**src/rtl/tile_pixel_fetch.sv**
```systemverilog
// tile_pixel_fetch: fetches one glyph row from tile memory per character
// request and serialises it as eight fg/bg colour indices, MSB first.
//
// Handshakes (both sides): a transfer happens on a rising clk edge where
// valid and ready are both high; valid may not depend on ready, and a source
// holding valid high keeps its payload stable until the transfer.
module tile_pixel_fetch #(
  parameter int AWIDTH = 12
) (
  input  logic              clk,
  input  logic              reset_ni,
  input  logic              char_valid_i,
  output logic              char_ready_o,
  input  logic [7:0]        char_code_i,
  input  logic [7:0]        char_attr_i,
  input  logic [3:0]        row_i,
  input  logic [AWIDTH-1:0] font_base_i,
  input  logic              font_h16_i,
  output logic              tile_rd_en_o,
  output logic [AWIDTH-1:0] tile_addr_o,
  input  logic [15:0]       tile_data_i,
  output logic              pix_valid_o,
  input  logic              pix_ready_i,
  output logic [3:0]        pix_color_o,
  output logic [1:0]        dbg_state_o
);

  typedef enum logic [1:0] {
    IDLE = 2'd0,
    READ = 2'd1,
    CAPT = 2'd2,
    HOLD = 2'd3
  } state_t;

  state_t            state_q, state_d;
  logic              accept;
  logic              consume;
  logic              load;
  logic [AWIDTH-1:0] addr_d;
  logic              byte_sel_q;
  logic [7:0]        attr_q;
  logic [7:0]        hold_q;
  logic [7:0]        pattern_q;
  logic [7:0]        shift_attr_q;
  logic [3:0]        count_q;

  assign char_ready_o = (state_q == IDLE);
  assign accept       = char_ready_o & char_valid_i;
  assign consume      = pix_valid_o & pix_ready_i;
  // The shifter can take the held byte when empty, or when its last pixel
  // leaves this cycle; the latter keeps back-to-back output gapless.
  assign load         = (state_q == HOLD) &&
                        ((count_q == 4'd0) || ((count_q == 4'd1) && consume));
  assign pix_valid_o  = (count_q != 4'd0);
  assign pix_color_o  = pattern_q[7] ? shift_attr_q[3:0] : shift_attr_q[7:4];
  assign dbg_state_o  = state_q;

  // Glyph row word address; 8x16 glyphs occupy 8 words, 8x8 glyphs 4 words,
  // each word carrying two rows. The sum wraps at the address width.
  always_comb begin
    addr_d = '0;
    if (font_h16_i) begin
      addr_d = font_base_i + AWIDTH'({char_code_i, 3'b000}) + AWIDTH'(row_i[3:1]);
    end else begin
      addr_d = font_base_i + AWIDTH'({char_code_i, 2'b00}) + AWIDTH'(row_i[2:1]);
    end
  end

  // Fetch FSM state register.
  always_ff @(posedge clk or negedge reset_ni) begin
    if (!reset_ni) begin
      state_q <= IDLE;
    end else begin
      state_q <= state_d;
    end
  end

  // Fetch FSM next state: one read cycle, one capture cycle, then wait in
  // HOLD until the shifter can take the byte.
  always_comb begin
    state_d = state_q;
    case (state_q)
      IDLE:    if (char_valid_i) state_d = READ;
      READ:    state_d = CAPT;
      CAPT:    state_d = HOLD;
      HOLD:    if (load) state_d = IDLE;
      default: state_d = IDLE;
    endcase
  end

  // Request latch: address, attribute and byte select are taken only at
  // accept, so later input changes cannot disturb the fetch in flight.
  always_ff @(posedge clk or negedge reset_ni) begin
    if (!reset_ni) begin
      tile_rd_en_o <= 1'b0;
      tile_addr_o  <= '0;
      attr_q       <= '0;
      byte_sel_q   <= 1'b0;
    end else begin
      tile_rd_en_o <= accept;
      if (accept) begin
        tile_addr_o <= addr_d;
        attr_q      <= char_attr_i;
        byte_sel_q  <= row_i[0];
      end
    end
  end

  // Capture the addressed row byte; even rows live in the high byte.
  always_ff @(posedge clk or negedge reset_ni) begin
    if (!reset_ni) begin
      hold_q <= '0;
    end else if (state_q == CAPT) begin
      hold_q <= byte_sel_q ? tile_data_i[7:0] : tile_data_i[15:8];
    end
  end

  // Pixel shifter: load wins over shift; attribute travels with the pattern
  // so the next request may overwrite attr_q while pixels still stream out.
  always_ff @(posedge clk or negedge reset_ni) begin
    if (!reset_ni) begin
      pattern_q    <= '0;
      shift_attr_q <= '0;
      count_q      <= '0;
    end else if (load) begin
      pattern_q    <= hold_q;
      shift_attr_q <= attr_q;
      count_q      <= 4'd8;
    end else if (consume) begin
      pattern_q    <= {pattern_q[6:0], 1'b0};
      count_q      <= count_q - 4'd1;
    end
  end

endmodule
```
**config.mk**
```make
export PLATFORM = sky130hd
export DESIGN_NAME = tile_pixel_fetch
export DESIGN_NICKNAME = d
export VERILOG_FILES = /design/src/rtl/tile_pixel_fetch.sv
export SDC_FILE = /design/constraint.sdc
export NUM_CORES = 1
export LEC_CHECK = 0
export BUFFER_PORTS_ARGS = -buffer_cell sky130_fd_sc_hd__buf_2
export CAP_MARGIN = 20
export CORE_ASPECT_RATIO = 1.25
export CORE_MARGIN = 2
export CORE_UTILIZATION = 45
export DETAILED_ROUTE_END_ITERATION = 8
export HOLD_SLACK_MARGIN = 0.06
export PLACE_DENSITY = 0.79
export REMOVE_ABC_BUFFERS = 1
export SLEW_MARGIN = 20
export SYNTH_ARGS = -nofsm -noshare
export SYNTH_HDL_FRONTEND = slang
export SYNTH_SLANG_ARGS = --single-unit
```
**constraint.sdc**
```tcl
create_clock -name clk -period 2.4 [get_ports clk]
set_input_delay 0 -clock clk [delete_from_list [all_inputs] [get_ports clk]]
set_output_delay 0 -clock clk [all_outputs]
set_load 0.005 [all_outputs]
```
After elaboration in Yosys (flattened, before gate mapping)
Index checks and enable logic that the tools add are counted.

operators by class
  $add $sub $neg = 5
  bitwise logic cells = 2
  mux-type cells = 10
  reductions and logical operators = 8
  eq/ne operators = 6

operators by type and width
  kind                 count
  $mux 8               3
  $add 12x10->12       1
  $add 12x11->12       1
  $add 12x2->12        1
  $add 12x3->12        1
  $mux 12              1
  $mux 4               3
  $pmux 2 s4           1
  $eq 2x2->1 const B   2
  $eq 4x1->1 const B   1
  $logic_not 4->1      1
  $mux 2               2
  $ne 2x2->1 const B   2
  $reduce_bool 4->1    1
  $sub 4x1->4 const B  1
  $and 1x1->1          2
  $eq 2x1->1 const B   1
  $logic_and 1x1->1    2
  $logic_not 2->1      1
  $reduce_and 2->1     1
  $reduce_bool 2->1    1
  $logic_or 1x1->1     1

word-level totals
  output and inout port bits = 21
  flip-flop bits (word level) = 52
  bits of input ports = 53
  word-level logic and storage cells = 40

Longest topological paths before layout
  depth in word-level cells = 7
  gate-level depth with buffers = 9
  depth with buffers taken out = 9

Least setup slack after synthesis
Ideal clock, no wire load.

  kind = input port to flip-flop
  from = input port row_i[1]
  to = register tile_addr_o[10]
  data arrival time = 1858 ps
  stages on the path = 9
  setup time = 87 ps
  buffers on the path = 0
  path slack = 456 ps
  required time = 2313 ps
  cell sequence = ha_1 -> inv_1 -> fa_1 -> and2b_1 -> o2111ai_1 -> nand2_1 -> o41ai_1 -> mux2_2 -> o211ai_1

on the way
  cells in the longest elaborated chain, start to end = 2
  elaborated cells between the ends (all ways) = 3
  classes of those cells = 2 x add/sub; 1 x mux

RTL lines
  element                                         RTL line  source
  start, declared                                 16        input logic [3:0] row_i,
  $add 12x2->12 or $add 12x3->12 (tied branches)  65, 63
  $mux 12 *                                       62        if (font_h16_i) begin
  end signal, assigned                            102       tile_addr_o <= addr_d;
  end, declared                                   20        output logic [AWIDTH-1:0] tile_addr_o,

Mark *: on every way between the ends. The rest lies on a longest branch, timed or not.
A chain may end at the register's enable or synchronous reset.

Final worst setup path
  from = input port font_base_i[0]
  to = register tile_addr_o[10]

on the way
  cells in the longest elaborated chain, start to end = 3
  elaborated cells between the ends (all ways) = 5
  classes of those cells = 4 x add/sub; 1 x mux

RTL lines
  element                                           RTL line  source
  start, declared                                   17        input logic [AWIDTH-1:0] font_base_i,
  $add 12x10->12 or $add 12x11->12 (tied branches)  65, 63
  $add 12x2->12 or $add 12x3->12 (tied branches)    65, 63
  $mux 12 *                                         62

Marked as above.

==> metrics.md <==
| Metric | Value |
|---|---|
| CP Max Fanout | `4` |
| Final Non-Filler Cells | `532` |
| IO Pins | `74` |
| Chip width | `79.1 um` |
| Footprint of the multi-input gates | `1770 um^2` |
| Synth top area cells | `dfrtp_1 41%, ha_1 9.9%, nand2_1 7.5%` |
| Final worst path period need | `2.30 ns` |
| PnR Total Power | `3.59 mW` |
| Count of input and output buffers | `73` |
| Slowest CP cell | `dlygate4sd3_1` |
| Area Growth Syn to Fin | `26.9%` |
| Slew HR | `0.567` |
| Hold Crit Class | `in -> reg` |
| Max Buffers Root-to-Sink | `2` |
| Met2 usage in global routing | `0.356` |
| Fin nets | `520` |
| Critical Path Sink Type | `flip-flop` |
| Reg2reg end | `pattern_q[5]` |
| Initial antenna violation count | `0` |
| Die Ht | `97.8 um` |
| P_leak | `2.01 nW` |
| Met1 GRT Util | `0.240` |
| Hold Fails Final Rpt | `0` |
| Clock share of power | `0.147` |
| Top-count cell post-synth | `nand2_1` |
| Reg-to-Reg Start | `count_q[0]` |
| Logic pwr share | `0.421` |
| Hold Crit Depth | `2` |
| Clk_lat worst skew | `0.31 ns` |
| DRT Wirelength | `7.24 mm` |
| TritonCTS Buffers | `5` |
| Sequential Power Share | `0.432` |
| Fill cells | `616` |
| FF-to-FF path depth | `8` |
| Layout cells sized above 1 | `0.242` |
| Hold EP | `tile_addr_o[8]` |
| Gr usage total | `0.198` |
| Sw Share | `0.365` |
| Worst Clk Skew | `0.00958 ns` |
| Number of inserted diodes | `0` |
| R2r setup slk | `0.43 ns` |
| Die Area | `7740 um^2` |
| Crit path kind | `in -> reg` |
| Worst Path Arrival | `2.54 ns` |
| Final slew viol count | `0` |
| Root Driver | `clkbuf_8` |
| Maxcap violations | `0` |
| Number of cell rows | `34` |
| Register area | `1300 um^2` |
| Clk sink count | `52` |
| Net Sw Power | `1.31 mW` |
| Cell Chain, Critical Path | `dlygate4sd3_1, buf_2, ha_2, inv_1, fa_1, buf_4, nor2b_4, o31a_1, o211a_1, nor4_1, or4b_1, o211ai_1` |
| FMAX | `435 MHz` |
| Status | `completed` |
| GRT busiest layer | `met2` |
| Peak supply drop | `0.528 mV` |
| Synth cell count leaders | `63 x nand2_1, 52 x dfrtp_1, 25 x ha_1, 22 x a21oi_1, 21 x o21ai_0` |
| CTS tree | `done` |
| Placed insts | `495` |
| Setup TNS | `0 ns` |
| Worst Tran Pin Value | `0.650 ns` |
| Yosys warns | `0` |
| Drt first pass iters | `4` |
| Largest area contributor in the netlist | `dfrtp_1` |
| Mean Syn Cell Area | `9.38 um^2` |
| Endpoints failing setup | `0` |
| Synth cell types | `47` |
| Register bit total from synthesis | `52` |
| Core Region | `6890 um^2` |
| Sequential share of the synthesized area | `0.410` |
| Top cell type's share of synthesized area | `0.410` |
| DR iter-0 viols | `70` |
| Vias in the first global route | `2845` |
| Int Pwr | `2.28 mW` |
| Antenna Violating Nets Remaining | `0` |
| H-Tree Level Count | `2` |
| Dominant synthesized flop cell | `dfrtp_1` |
| Vias per inst | `5.23` |
| Gr ovfl total | `0` |
| Mapped cell area | `3170 um^2` |
| EDFF count, synth | `0` |
| Post-route DRC | `0` |
| Hold path startpoint | `font_h16_i` |
| Fin crit share | `0.959` |
| Asr flop ratio synth | `1.00` |
| Met3 Usage GRT | `0.0296` |
| GPL Wtd Cong | `0.872` |
| Initial Util | `0.460` |
| Startpoint types | `input port` |
| DP HPWL | `5.38 mm` |
| First-pass GRT wire length | `12.4 mm` |
| Worst-path clk slew | `0.10 ns` |
| Critical Path RT | `2.64 ns` |
| Power density cells | `893 nW/um^2` |
| RSZ-0062 raised after global routing | `false` |
| Slowest stage delay, CP | `0.52 ns` |
| Average wire per standard cell | `13.6 um` |
| Post-Synthesis Cells | `338` |
| Vias | `2783` |
| Largest net degree at the start of global routing | `53` |
## worst max-delay path, delay by kind of cell
family          cells  cell delay (ns)
buf+inv             4             0.84
simple gates        3             0.65
fa+ha+maj           2             0.57
compound gates      3             0.48
## placed cells by master (no fill, tap or decap), types with 5 or more instances in the layout
cell and n:
dlygate4sd3_1 29, buf_2 73, ha_1 24, a21oi_1 22
mux2i_1 10, inv_1 12, o21ai_0 21, buf_4 6
nor3_1 8, nor2_1 19, a31oi_1 5, a22oi_1 8
mux2_2 13, nand2_1 63, dfrtp_1 52, o21a_1 5
xnor2_1 10, clkbuf_8 6
## worst max path at each step
stage / startpoint / to / slack, ns / cells past startpoint
4_1_cts: font_base_i[0] / tile_addr_o[10] / 0.05 / 11
2_1_floorplan: dbg_state_o[0] / tile_addr_o[7] / 0.32 / 7
5_1_grt: font_base_i[0] / tile_addr_o[10] / 0.008 / 12
3_3_place_gp: row_i[1] / tile_addr_o[10] / 0.26 / 10
6_report: font_base_i[0] / tile_addr_o[10] / 0.1 / 12
3_5_place_dp: row_i[1] / tile_addr_o[10] / 0.25 / 10
## registers in the layout (all words and copies together) (netlist names)
| register | count |
|---|---|
| byte_sel_q | 1 |
| shift_attr_q | 8 |
| hold_q | 8 |
| tile_addr_o | 12 |
| pattern_q | 8 |
| count_q | 4 |
| attr_q | 8 |
| dbg_state_o | 2 |
| tile_rd_en_o | 1 |
## power by group through the flow
stage	sequential (mW)	clock, mW	combinational [mW]
finish	1.55	0.530	1.51
global route	1.61	0.584	1.72
CTS	1.55	0.549	1.53
detailed placement	1.57	0	1.44
global placement	1.56	0	1.38
floorplan	1.51	0	0.947
## logic make-up after synthesis
kind of cell	synth area share
simple gates	0.163
mux	0.0777
compound gates	0.172
fa+ha+maj	0.105
flops	0.410
xor+xnor	0.0359
buf+inv	0.0355
## what timing repair did
action / CTS / global route
resized for setup: 0 / 2
endpoints found under the hold margin: 71 / 0
endpoints found under the setup margin: 0 / 1
buffers inserted: 0 / 0
hold buffers: 29 / 0
## cell type report
cell class	count	share of cell area
clock buffers	6	0.0205
clock inverters	2	0.00342
inverters	12	0.0112
multi-input cells	262	0.439
flip-flops and latches	52	0.323
well taps	90	0.0280
repair buffers	108	0.174
## metrics by stage
| step | hold WS, ns | utilization | cell area, um^2 | worst slack, ns |
|---|---|---|---|---|
| 6_report | 0.113 | 0.584 | 4020 | 0.0989 |
| 5_1_grt | 0.120 | 0.584 | 4020 | 0.00818 |
| 4_1_cts | 0.102 | 0.582 | 4010 | 0.0462 |
| 3_5_place_dp | 0.153 | 0.526 | 3630 | 0.253 |
| 3_3_place_gp | 0.148 | 0.526 | 3630 | 0.261 |
| 2_1_floorplan | -0.296 | - | 3100 | 0.315 |
## routing by layer
layer / up-vias / part of all wire
met5: - / 0
met4: 0 / 0.019
met3: 10 / 0.040
met2: 74 / 0.51
met1: 1295 / 0.44
li1: 1404 / -
Note: power is estimated with default switching activity, not from simulation.
